`config.mk`:
```
export PLATFORM = sky130hd
export DESIGN_NAME = mult_sequencer
export DESIGN_NICKNAME = d
export VERILOG_FILES = /design/src/rtl/mult_pkg.sv /design/src/rtl/mult_shift_add.sv /design/src/rtl/mult_sequencer.sv
export SDC_FILE = /design/constraint.sdc
export NUM_CORES = 1
export LEC_CHECK = 0
export ABC_AREA = 1
export CORE_ASPECT_RATIO = 0.5
export CORE_MARGIN = 1.5
export CORE_UTILIZATION = 50
export CTS_CLUSTER_SIZE = 25
export DETAILED_ROUTE_END_ITERATION = 6
export GPL_TIMING_DRIVEN = 1
export PLACE_DENSITY = 0.8
export SLEW_MARGIN = 20
export SYNTH_ARGS = -nofsm -noshare
export SYNTH_HDL_FRONTEND = slang
export SYNTH_SLANG_ARGS = --single-unit
```
`constraint.sdc`:
```
create_clock -name clk -period 1.5 [get_ports clk]
set_input_delay 0.3 -clock clk [delete_from_list [all_inputs] [get_ports clk]]
set_output_delay 0.3 -clock clk [all_outputs]
set_load 0.01 [all_outputs]
```
`src/rtl/mult_pkg.sv`:
```
// Shared types and constants for the keypad multiplier path.
// Holds the sequencer state enum, default operand width and BCD operand limit.
package mult_pkg;

  typedef enum logic [1:0] {
    IDLE,
    LOAD,
    CALC,
    DONE
  } mult_state_t;

  localparam int MULT_WIDTH_DEF = 8;
  localparam int MULT_MAX_BCD   = 99;

endpackage

```
`src/rtl/mult_shift_add.sv`:
```
// Shift-and-add datapath: multiplicand, multiplier and accumulator registers.
// Ports: clk, rst, load/step strobes, numero1/numero2 in, acc out, mult_zero out.
module mult_shift_add
  import mult_pkg::*;
#(
  parameter int WIDTH = MULT_WIDTH_DEF
) (
  input  logic               clk,
  input  logic               rst,
  input  logic               load,
  input  logic               step,
  input  logic [WIDTH-1:0]   numero1,
  input  logic [WIDTH-1:0]   numero2,
  output logic [2*WIDTH-1:0] acc,
  output logic               mult_zero
);

  logic [2*WIDTH-1:0] mcand;
  logic [WIDTH-1:0]   mplier;

  always_ff @(posedge clk) begin
    if (rst) begin
      mcand  <= '0;
      mplier <= '0;
      acc    <= '0;
    end else if (load) begin
      mcand  <= {{WIDTH{1'b0}}, numero1};
      mplier <= numero2;
      acc    <= '0;
    end else if (step) begin
      if (mplier[0])
        acc <= acc + mcand;
      mcand  <= mcand << 1;
      mplier <= mplier >> 1;
    end
  end

  // True when this iteration leaves no set bits in the multiplier.
  assign mult_zero = ((mplier >> 1) == '0);

endmodule

```
`src/rtl/mult_sequencer.sv`:
```
// Signed-magnitude sequential multiplier controller (FSM, counter, sign).
// Ports: clk, rst, valid, numero1/2, signo1/2, ack -> busy, done, producto, signo_res.
// Option: MULT_SEQ_EARLY_EXIT_EN ends CALC once the multiplier runs out of bits.
module mult_sequencer
  import mult_pkg::*;
#(
  parameter int WIDTH = MULT_WIDTH_DEF
) (
  input  logic               clk,
  input  logic               rst,
  input  logic               valid,
  input  logic [WIDTH-1:0]   numero1,
  input  logic [WIDTH-1:0]   numero2,
  input  logic               signo1,
  input  logic               signo2,
  input  logic               ack,
  output logic               busy,
  output logic               done,
  output logic [2*WIDTH-1:0] producto,
  output logic               signo_res
);

  localparam int CW = $clog2(WIDTH + 1);

`ifdef MULT_SEQ_EARLY_EXIT_EN
  localparam bit EARLY = 1'b1;
`else
  localparam bit EARLY = 1'b0;
`endif

  mult_state_t        state;
  logic [CW-1:0]      cnt;
  logic               sign_r;
  logic [2*WIDTH-1:0] acc;
  logic               mult_zero;
  logic               load;
  logic               step;
  logic               last;

  assign load = (state == LOAD);
  assign step = (state == CALC);
  assign last = (cnt == CW'(1)) || (EARLY && mult_zero);

  mult_shift_add #(
    .WIDTH(WIDTH)
  ) u_dp (
    .clk      (clk),
    .rst      (rst),
    .load     (load),
    .step     (step),
    .numero1  (numero1),
    .numero2  (numero2),
    .acc      (acc),
    .mult_zero(mult_zero)
  );

  always_ff @(posedge clk) begin
    if (rst) begin
      state  <= IDLE;
      cnt    <= '0;
      sign_r <= 1'b0;
      busy   <= 1'b0;
      done   <= 1'b0;
    end else begin
      unique case (state)
        IDLE: begin
          if (valid) begin
            state <= LOAD;
            busy  <= 1'b1;
          end
        end
        LOAD: begin
          sign_r <= signo1 ^ signo2;
          cnt    <= CW'(WIDTH);
          state  <= CALC;
        end
        CALC: begin
          cnt <= cnt - CW'(1);
          if (last) begin
            state <= DONE;
            busy  <= 1'b0;
            done  <= 1'b1;
          end
        end
        DONE: begin
          if (ack) begin
            state <= IDLE;
            done  <= 1'b0;
          end
        end
        default: state <= IDLE;
      endcase
    end
  end

  assign producto  = acc;
  // No negative zero.
  assign signo_res = sign_r & (|acc);

endmodule
```
==> run_results.csv <==
group,metric,value,unit
outcome,status,"complete, but fails checks",
outcome,violations,"negative setup slack",
cts,cts_tree,"done",
synthesis,ys_top_cells_by_area,"dfxtp_1 (32%), nand2_1 (15%), inv_1 (10%)",
synthesis,synth_edf_count,0,
critical_path,crit_chain,"ha_4, fa_2, nand2_4, buf_12, o21ai_4, nand2_1, nand2_2, xnor2_1, nand2_1, nand2_1, inv_1",
synthesis,synthDistinctLibCells,34,
critical_path,cpPeakStageDelay,0.39,ns
cells_and_area,drive_gt1_frac,0.293,
timing,slew_headroom,0.736,
cts,cts_hold_buf,0,
placement,placed_cell_area,0.00395,sq mm
global_route,track_usage,0.261,
timing,rsz0062_at_grt,"yes",
timing,period_needed,1.85,ns
hold_path,hp-start,"u_dp.mplier[3]$_SDFFE_PP0P_",
critical_path,cp-startpoint,"u_dp.acc[0]$_SDFFE_PP0P_",
route,num_vias,3493,
critical_path,r2r_start,"u_dp.acc[0]$_SDFFE_PP0P_",
synthesis,syn_area,0.00309,sq mm
critical_path,crit_top_cell,"nand2_1",
run,maxCapViolCount,0,
critical_path,r2r_end,"u_dp.acc[8]$_SDFFE_PP0P_",
timing,setup_slack,-0.351,ns
critical_path,reg2regPathDepth,11,
global_route,antenna_found_initial,0,
synthesis,synthArstFlopShare,0,
critical_path,cp.arrival,2.03,ns
synthesis,synth_seq_cells,49,
synthesis,synth_top_cell_by_area,"dfxtp_1",
critical_path,path_class,"flip-flop to flip-flop",
placement,port_buffers,40,
die,row_count,19,
power,p_leak,0.00230,uW
route,ant_nets,0,
cells_and_area,area_delta_synth_final,47.3,%
route,vias_per_cell,5.52,
critical_path,endpoint_kind,"flip-flop",
synthesis,synth.most_common_cell,"nand2_1",
synthesis,avgSynthCellArea,6.63,sq um
synthesis,synth_nets,510,
global_route,grt_max_degree,29,
route,post-route-drc-count,0,
die,fp.dieW,114,um
placement,gp_congestion,0.812,
route,post_drt_wl_per_cell,16.2,um
critical_path,cp_data_required_time,1.68,ns
route,dr.pass1.iters,5,
die,die_y,58.6,um
cells_and_area,post-route-util,0.795,
critical_path,cp_num_buf_inv,2,
critical_path,crit_family,"adder cells",
critical_path,critPathLaunchType,"flip-flop",
cells_and_area,nNetsFinal,593,
global_route,grt_pass1_vias,3031,
cts,clockBufferDepth,2,
die,io_pins,41,
hold_path,whs_path_depth,2,
cts,numCtsBuffers,5,
route,wl,10300,um
critical_path,r2r_slack,-0.35,ns
timing,drv_slew,0,
cts,clk_latency,0.29,ns
synthesis,synth_ff_type,"dfxtp_1",
cts,clock-root-buffer,"clkbuf_16",
critical_path,worstPathMaxFanout,3,
synthesis,synth_commonest_cells,"nand2_1 (125), inv_1 (86), dfxtp_1 (49)",
timing,finalHoldViolCount,0,
cells_and_area,antenna_cells,0,
synthesis,synthCells,466,
placement,dp_hpwl,5660,um
timing,worst_pin_slew,0.393,ns
synthesis,seq_area_frac_synth,0.317,
route,drtIter0Drc,286,
timing,fin_crit_sh,1.23,
timing,fin_skew,0.00798,ns
synthesis,netlist.area_leader.share,0.317,
cts,cts_sinks,49,
global_route,grt_pass1_wl,13800,um
synthesis,yosysWarnings,0,
cts,path_clk_slew,0.07,ns
cells_and_area,fin_area,0.00455,sq mm
cts,htreeDepth,2,
die,initial_core_util,0.540,
timing,setup_viol_count_final,13,
critical_path,crit_slowest_cell,"fa_2",
global_route,gr-total-overflow,0,
hold_path,hold_end,"u_dp.mplier[3]$_SDFFE_PP0P_",
timing,fmax,540,MHz
power,peakVddDrop,1.15,mV
power,pwr_density_cell,1540,mW/mm^2
die,core-area,0.00573,sq mm
die,die_area,0.00669,sq mm
hold_path,min_path_type,"flip-flop to flip-flop",
[cell families after synthesis]
| logic type | Yosys count | share of synthesized area |
|---|---|---|
| DFF | 49 | 0.317 |
| and+or+nand+nor | 205 | 0.290 |
| xor gates and xnor gates | 6 | 0.0170 |
| AOI/OAI and AO/OA | 75 | 0.146 |
| adders and majority gates | 22 | 0.0915 |
| buffers and inverters | 109 | 0.138 |
[final cells by class]
cell class / count / area [sq um]
Multi-Input combinational cell: 308 / 2120
Fill cell: 358 / 1170
Sequential cell: 49 / 1020
Timing Repair Buffer: 88 / 801
Inverter: 96 / 364
Clock buffer: 6 / 129
Tap cell: 84 / 105
Timing Repair inverter: 1 / 7.51
Clock inverter: 1 / 5.00
[flip-flops by register name, summed over array words and instances, names as in the netlist]
register,cells
busy,1
cnt,4
done,1
sign_r,1
state,2
u_dp.acc,16
u_dp.mcand,16
u_dp.mplier,8
[worst min-delay path: cells and delay by family (launching register included)]
kind,cells,cell delay [ns]
flops,1,0.32
compound gates,1,0.08
buf+inv,1,0.05
[placed cells by master (no fill, tap or decap), drive strengths merged]
master and count:
a211oi 1, a21oi 26, a31oi 1, and3 2, buf 49, clkbuf 6
clkdlybuf4s50 23, clkinv 2, clkinvlp 2, dfxtp 49, dlygate4sd2 14, dlymetal6s2s 2
fa 1, ha 21, inv 94, nand2 132, nand3 41, nand4 2
nor2 19, nor3 4, nor4 4, o211a 1, o211ai 18, o21ai 25
o21bai 2, o31ai 1, or2 1, xnor2 3, xor2 3
[per-stage QoR]
stage          cells  hold slack (ns)  worst slack (ns)  power, uW  TNS [ns]
5_1_grt          633            0.497            -0.388       7450     -2.72
3_3_place_gp     624            0.454            -0.463       5010     -1.16
2_1_floorplan    466            0.369           -0.0656       3920    -0.115
6_report         633            0.479            -0.351       7020     -2.02
3_5_place_dp     624            0.463            -0.470       5110     -1.42
4_1_cts          631            0.479            -0.273       6400     -1.21
[routing by layer]
metal	share of wire	wire [um]	track usage	vias up
met3	0.068	694	0.0474	56
met1	0.42	4320	0.324	1594
met5	0	0	0	-
met4	0.048	490	0.0857	0
met2	0.46	4770	0.470	189
li1	-	-	-	1654
[worst max path at each step]
stage	to	slack [ns]	cells after the start
global placement	signo_res	-0.46	5
floorplan	u_dp.acc[14]$_SDFFE_PP0P_	-0.07	12
global route	u_dp.acc[10]$_SDFFE_PP0P_	-0.39	12
CTS	signo_res	-0.27	5
detailed placement	signo_res	-0.47	5
finish	u_dp.acc[8]$_SDFFE_PP0P_	-0.35	11
[power by group]
group          switching, uW  internal, uW
clock                    486           607
sequential               378          1710
combinational           2100          1740
total                   2970          4060
[repair_timing]
action                     4_1_cts  5_1_grt
setup endpoints to repair       29       39
pin swaps                       10       23
setup buffers                    0        1
hold endpoints to repair         0        0
resized for setup               57       61
cloned                           0        1
Power figures use the tool's default switching activity.
